==> config.mk <==
export PLATFORM = sky130hd
export DESIGN_NAME = temp_f_bcd_converter
export DESIGN_NICKNAME = d
export VERILOG_FILES = /design/src/rtl/temp_f_bcd_converter.sv
export SDC_FILE = /design/constraint.sdc
export NUM_CORES = 1
export LEC_CHECK = 0
export CORE_MARGIN = 2
export CORE_UTILIZATION = 57
export CTS_CLUSTER_DIAMETER = 120
export CTS_CLUSTER_SIZE = 25
export DETAILED_ROUTE_END_ITERATION = 7
export DONT_BUFFER_PORTS = 1
export PLACE_DENSITY_LB_ADDON = 0.3
export SYNTH_ARGS = -nofsm -noshare
export SYNTH_HDL_FRONTEND = slang
export SYNTH_SLANG_ARGS = --single-unit
==> constraint.sdc <==
create_clock -name CLOCK_50 -period 1.6 [get_ports CLOCK_50]
set_input_delay 0.16 -clock CLOCK_50 [delete_from_list [all_inputs] [get_ports CLOCK_50]]
set_output_delay 0.16 -clock CLOCK_50 [all_outputs]
set_load 0.05 [all_outputs]
==> src/rtl/temp_f_bcd_converter.sv <==
// temp_f_bcd_converter
// Converts an unsigned 8-bit Celsius reading into a 10-bit packed-BCD
// Fahrenheit value: F = floor((9*C + 2) / 5) + 32, clamped above 399.
// The divide-by-5 and the binary-to-BCD conversion are both done one bit
// per cycle. The whole conversion takes 24 cycles.
//
// Ports
//   CLOCK_50    in   1  system clock
//   RESET       in   1  synchronous, active-high reset
//   START       in   1  conversion request, only honoured while idle
//   TEMP_C      in   8  Celsius reading, captured when START is accepted
//   BUSY        out  1  conversion in progress (low again in the FIN cycle)
//   DONE        out  1  one-cycle pulse when TEMP_F / OVER_RANGE update
//   TEMP_F      out 10  BCD result {hundreds[1:0], tens[3:0], ones[3:0]}
//   OVER_RANGE  out  1  last result was clamped to CLAMP_BCD
//
// state | meaning
// ------+----------------------------------------------------------
// IDLE  | waiting for START; outputs hold the last result
// DIV   | restoring divide of 9C+2 by 5, one quotient bit per cycle
// ADJ   | add 32, decide clamp, load double-dabble source
// BCD   | double-dabble, one source bit per cycle
// FIN   | publish result, pulse DONE

module temp_f_bcd_converter #(
    parameter logic [9:0] CLAMP_BCD = 10'h399
) (
    input  logic       CLOCK_50,
    input  logic       RESET,
    input  logic       START,
    input  logic [7:0] TEMP_C,
    output logic       BUSY,
    output logic       DONE,
    output logic [9:0] TEMP_F,
    output logic       OVER_RANGE
);

    typedef enum logic [2:0] {
        S_IDLE,
        S_DIV,
        S_ADJ,
        S_BCD,
        S_FIN
    } state_t;

    state_t      state_q;
    logic [11:0] num_q;
    logic [11:0] quo_q;
    logic [2:0]  rem_q;
    logic [3:0]  cnt_q;
    logic [8:0]  src_q;
    logic [11:0] scr_q;
    logic        clamp_q;
    logic        busy_q;
    logic        done_q;
    logic [9:0]  temp_f_q;
    logic        over_q;

    logic [11:0] num_d;
    logic [3:0]  trial_d;
    logic [3:0]  diff_d;
    logic        sub_ok_d;
    logic [2:0]  rem_d;
    logic [11:0] sum_d;
    logic        clamp_d;
    logic [11:0] scr_adj_d;
    logic [11:0] scr_shift_d;

    // 9*C + 2 without a multiplier
    assign num_d = ({4'd0, TEMP_C} << 3) + {4'd0, TEMP_C} + 12'd2;

    // Remainder never exceeds 4, so the trial value fits in 4 bits
    assign trial_d  = {rem_q, num_q[11]};
    assign diff_d   = trial_d - 4'd5;
    assign sub_ok_d = (trial_d >= 4'd5);
    assign rem_d    = sub_ok_d ? diff_d[2:0] : trial_d[2:0];

    assign sum_d   = quo_q + 12'd32;
    assign clamp_d = (sum_d > 12'd399);

    always_comb begin
        scr_adj_d = scr_q;
        for (int i = 0; i < 3; i++) begin
            if (scr_q[4*i +: 4] >= 4'd5) begin
                scr_adj_d[4*i +: 4] = scr_q[4*i +: 4] + 4'd3;
            end
        end
    end

    assign scr_shift_d = (scr_adj_d << 1) | {11'd0, src_q[8]};

    always_ff @(posedge CLOCK_50) begin
        if (RESET) begin
            state_q  <= S_IDLE;
            num_q    <= '0;
            quo_q    <= '0;
            rem_q    <= '0;
            cnt_q    <= '0;
            src_q    <= '0;
            scr_q    <= '0;
            clamp_q  <= 1'b0;
            busy_q   <= 1'b0;
            done_q   <= 1'b0;
            temp_f_q <= '0;
            over_q   <= 1'b0;
        end else begin
            done_q <= 1'b0;
            case (state_q)
                S_IDLE: begin
                    if (START) begin
                        num_q   <= num_d;
                        quo_q   <= '0;
                        rem_q   <= '0;
                        cnt_q   <= '0;
                        busy_q  <= 1'b1;
                        state_q <= S_DIV;
                    end
                end
                S_DIV: begin
                    rem_q <= rem_d;
                    quo_q <= {quo_q[10:0], sub_ok_d};
                    num_q <= num_q << 1;
                    if (cnt_q == 4'd11) begin
                        cnt_q   <= '0;
                        state_q <= S_ADJ;
                    end else begin
                        cnt_q <= cnt_q + 4'd1;
                    end
                end
                S_ADJ: begin
                    clamp_q <= clamp_d;
                    src_q   <= sum_d[8:0];
                    scr_q   <= '0;
                    cnt_q   <= '0;
                    state_q <= S_BCD;
                end
                S_BCD: begin
                    scr_q <= scr_shift_d;
                    src_q <= src_q << 1;
                    if (cnt_q == 4'd8) begin
                        cnt_q   <= '0;
                        busy_q  <= 1'b0;
                        state_q <= S_FIN;
                    end else begin
                        cnt_q <= cnt_q + 4'd1;
                    end
                end
                S_FIN: begin
                    temp_f_q <= clamp_q ? CLAMP_BCD : scr_q[9:0];
                    over_q   <= clamp_q;
                    done_q   <= 1'b1;
                    state_q  <= S_IDLE;
                end
                default: begin
                    busy_q  <= 1'b0;
                    state_q <= S_IDLE;
                end
            endcase
        end
    end

    assign BUSY       = busy_q;
    assign DONE       = done_q;
    assign TEMP_F     = temp_f_q;
    assign OVER_RANGE = over_q;

endmodule

-- Yosys cells after proc, flatten, opt, wreduce, memory -nomap -nowiden
Index checks and enable logic that the tools add are counted.
W data, S select, Z words.
- register bits after elaboration: 69
- output and inout port bits: 13
- $add $sub $neg: 8
- order comparisons: 5
- equal/unequal tests: 9
- muxes and demuxes: 25
- bitwise operators: 2
- reduce and logical (&&, ||, !) cells: 9
- operators by type and width (cell ; number):
    $pmux W12 S2 ; 3
    $mux W12 ; 2
    $mux W4 ; 5
    $mux W3 ; 6
    $pmux W9 S2 ; 1
    $ge A4 B3 Y1 const B ; 4
    $pmux W4 S4 ; 1
    $add A11 B8 Y12 ; 1
    $add A12 B2 Y12 const B ; 1
    $add A12 B6 Y12 const B ; 1
    $gt A12 B9 Y1 const B ; 1
    $or A12 B1 Y12 ; 1
    $pmux W3 S4 ; 1
    $mux W10 ; 1
    $add A4 B2 Y4 const B ; 2
    $eq A4 B4 Y1 const B ; 2
    $eq A3 B2 Y1 const B ; 2
    $ne A2 B2 Y1 const B ; 3
    $pmux W3 S2 ; 1
    $reduce_and A3 Y1 ; 2
    $add A4 B1 Y4 const B ; 1
    $reduce_and A2 Y1 ; 2
    $reduce_bool A2 Y1 ; 2
    $reduce_bool A4 Y1 ; 1
    other kinds (9) ; 11

-- Longest topological paths before layout
- word-level depth: 4
- depth in mapped cells: 7
- depth with buffers taken out: 7

-- Least setup slack after synthesis
No wires, ideal clock.
- path type: input to register
- start point: in TEMP_C[0]
- end point: reg num_q[7]
- arrival: 1427 ps
- required time: 1480 ps
- path slack: 54 ps
- cell stages on the path: 6
- path buffers: 0
- cells stage by stage: ha_1 a211o_1 a21oi_2 nand2b_1 a2111oi_0 a211o_1
- longest elaborated chain between the ends: 4
- ends and longest elaborated chain (what ; RTL line ; source):
    start, declared ; 31 ; input logic [7:0] TEMP_C,
    $add A11 B8 Y12 ; 70 ; assign num_d = ({4'd0, TEMP_C} << 3) + {4'd0, TEMP_C} + 12'd2;
    $add A12 B2 Y12 ; 70 ;
    $mux W12 ; 110 ; if (START) begin
    $pmux W12 S2 ; 108 ; case (state_q)
    end signal, assigned ; 111 ; num_q <= num_d;
    end signal, assigned ; 122 ; num_q <= num_q << 1;
    end, declared ; 47 ; logic [11:0] num_q;
No other way between the ends. The select of a mux whose other input is x is not followed.
A chain may end at the register's enable or synchronous reset.

-- Final worst setup path
- start point: reg cnt_q[0]
- end point: reg cnt_q[3]
- longest elaborated chain between the ends: 3
- elaborated cells on any way between the ends: 6
- ends and longest elaborated chain (what ; RTL line ; source):
    start, declared ; 50 ; logic [3:0] cnt_q;
    start signal, assigned ; 127 ; cnt_q <= cnt_q + 4'd1;
    start signal, assigned ; 145 ; cnt_q <= cnt_q + 4'd1;
    $add A4 B1 Y4, or another cell as far along ; 127, 145 ;
    $mux W4 (on tied branches) ; 140, 123 ;
    $pmux W4 S4 (*) ; 108 ;
Every way passes the cells marked *; elsewhere a longest branch is shown, timed or not.

==> impl_metrics.ini <==
[status]
outcome = complete, but fails checks
violations = negative hold slack

[synth]
syn_area_per_cell_sq_um = 8.48
synth_fp_nets = 445
synthArstFlopShare_pct = 0
synth_edf_count = 0
yosysTopAreaCellShare_pct = 39.1
syn_area_sq_mm = 0.00354
synth_area_leaders = dfxtp_1 (39%), ha_1 (6.0%), nor2_1 (5.7%)
ys_seq_elements = 69
ys_seq_area_share_pct = 39.1
ys_types = 60
post-synth-top-area-cell = dfxtp_1
synth-main-ff-cell = dfxtp_1
synth_cells = 417
yosys_warnings = 0

[global_route]
grt_pass1_wl_mm = 11.9
met1_usage_pct = 27.3
met2_usage_pct = 38.5
top_usage_layer = met2
grt_pass1_vias = 2701
grt-ovfl-total = 0
use_met3_pct = 5.11
grt_max_degree = 77
antenna_found_initial = 0
grt_use_total_pct = 22.4

[power]
p_leak_nw = 1.52
p_total_mw = 4.06
p_per_area_mw_per_mm2 = 1020
ir_drop_mv = 0.518

[final_layout]
final_common_cell = dfxtp_1
areaGrowthSynthToFinish_pct = 12.2
fin_nets = 459
fin_cells = 511
fin_util_pct = 66.6
layout_common_cells = dfxtp_1 (66), nor2_1 (54), nand2_1 (35), a21oi_1 (33), buf_4 (29)
antenna_cells = 0
drive_gt1_share_pct = 16.1

[floorplanning]
initial_core_util_pct = 59.4
core_sq_mm = 0.00596
die_x_um = 82.8
die_area_sq_mm = 0.00685
die_height_um = 82.8
pin_count = 24
rows = 28

[setup_path]
crit_fanout = 6
cp_cell_sequence = inv_1 > ha_1 > mux2_4 > a21oi_4 > nand2_1 > a311oi_2
critPathSlowestCell = dfxtp_2
critPathMaxStageDelay_ns = 0.38
worst-endpoint-arrival_ns = 1.80
timing_worst_setup_path_type = flop to flop
cp_top_family = compound AO/OA/AOI/OAI gates
crit_path_start_kind = flop
required_ns = 1.86
timing.critical_path.buf_inv = 1
worst_setup_path_end_kind = flop

[timing]
slew_headroom_pct = 65.2
max_freq_ghz = 0.650
finClkSkew_ns = 0.0118
slew_violations = 0
hold_viol_final = 68
hold_ws_ns = -0.123
setup_ws_ns = 0.0605
period_needed_ns = 1.54
tightest_slew_ns = 0.521
setup_viol = 0
post-route-period-util_pct = 96.2

[min_path]
hold_class = input port to flop

[routing]
first_iter_violations = 181
final_antenna_net_count = 0
drc = 0
via_count = 3042
drt_first_pass_iters = 5
vias_per_cell = 5.95
routed_wl_mm = 7.38
routedWlPerCell_um = 14.4

[clocking]
htree_levels = 3
cts_tree = done
clk_path_buf_depth = 2
clock_latency_ns = 0.35
numCtsBuffers = 9
clk_pin_slew_ns = 0.07
cts_root_buf = clkbuf_8
cts_num_sinks = 69

[placement]
routabilityCongestion = 0.806
pre_cts_ws_ns = -0.00401
numPortBuffers = 0
dpl.hpwl_mm = 4.86
dp.cells = 492

[flow_run]
maxCapViolCount = 0
per-stage QoR:
| stage | area, sq um | setup TNS [ns] |
|---|---|---|
| floorplan | 3540 | 0 |
| global placement | 3700 | 0 |
| detailed placement | 3700 | -0.00401 |
| CTS | 3910 | 0 |
| global route | 3970 | -0.00862 |
| finish | 3970 | 0 |
where the power goes:
part | total, mW | leakage [nW] | switching [mW] | internal [mW]
Clock | 1.50 | 0.106 | 0.655 | 0.846
Combinational | 0.712 | 0.854 | 0.421 | 0.292
Sequential | 1.85 | 0.560 | 0.0512 | 1.80
Total | 4.06 | 1.52 | 1.13 | 2.93
repair_timing:
item,in CTS,in global routing
endpoints found under the hold margin,68,68
setup buffers,0,2
endpoints found under the setup margin,0,13
gates resized for setup,0,10
synthesized netlist by cell type, drive strengths merged (4+ instances only):
| cell type | count |
|---|---|
| dfxtp | 69 |
| nor2 | 57 |
| a21oi | 39 |
| nand2 | 35 |
| a22oi | 20 |
| buf | 18 |
| nand3 | 18 |
| nor3 | 18 |
| ha | 17 |
| inv | 11 |
| o21ai | 11 |
| clkbuf | 10 |
| mux2i | 9 |
| a211oi | 8 |
| nand2b | 8 |
| xnor2 | 8 |
| nand3b | 5 |
| and3 | 4 |
| nand4 | 4 |
| o211ai | 4 |
state kept, by name, indices dropped and copies added (netlist names):
name,count
src_q,9
OVER_RANGE,1
scr_q,12
DONE,1
BUSY,1
clamp_q,1
TEMP_F,10
num_q,12
quo_q,12
state_q,3
cnt_q,4
rem_q,3
worst reg2reg max path: stages, from the launching register on:
cell and delay, ns:
dfxtp_2 0.38, inv_1 0.06, ha_1 0.20, mux2_4 0.27, a21oi_4 0.22, nand2_1 0.10
a311oi_2 0.23
layer usage:
metal / part of all wire [%] / routed length (um)
met3: 3.6 / 266
met5: 0 / 0
met1: 46 / 3380
met4: 1.1 / 80
met2: 49 / 3650
worst paths after layout:
kind                    startpoint                    end  slack (ns)  cells after the start
max          cnt_q[0]$_SDFFE_PP0P_  cnt_q[3]$_SDFFE_PP0P_        0.06                      6
min                          RESET  cnt_q[1]$_SDFFE_PP0P_       -0.12                      1
max reg2reg  cnt_q[0]$_SDFFE_PP0P_  cnt_q[3]$_SDFFE_PP0P_        0.06                      6
min reg2reg  src_q[0]$_SDFFE_PP0N_  src_q[0]$_SDFFE_PP0N_        0.45                      2
cells by family (layout without fill, tap and decap cells):
family                     Yosys count  count (layout)  share of synthesized area [%]
adders and majority gates           17              17                           6.02
and+or+nand+nor                    168             169                           24.4
DFF                                 69              69                           39.1
xor gates and xnor gates            10              10                           2.48
muxes                               10              10                           2.97
AOI/OAI and AO/OA                  104             104                           19.9
buffers and inverters               39              57                           5.20
cell type report:
cell class                      count  area, sq um
Fill cell                         519         1990
Clock inverter                      3         42.5
Inverter                           11         41.3
Tap cell                           75         93.8
Timing Repair Buffer               30          229
Multi-Input combinational cell    310         2010
Clock buffer                       13          169
Sequential cell                    69         1390
Note: power is estimated with default switching activity, not from simulation.
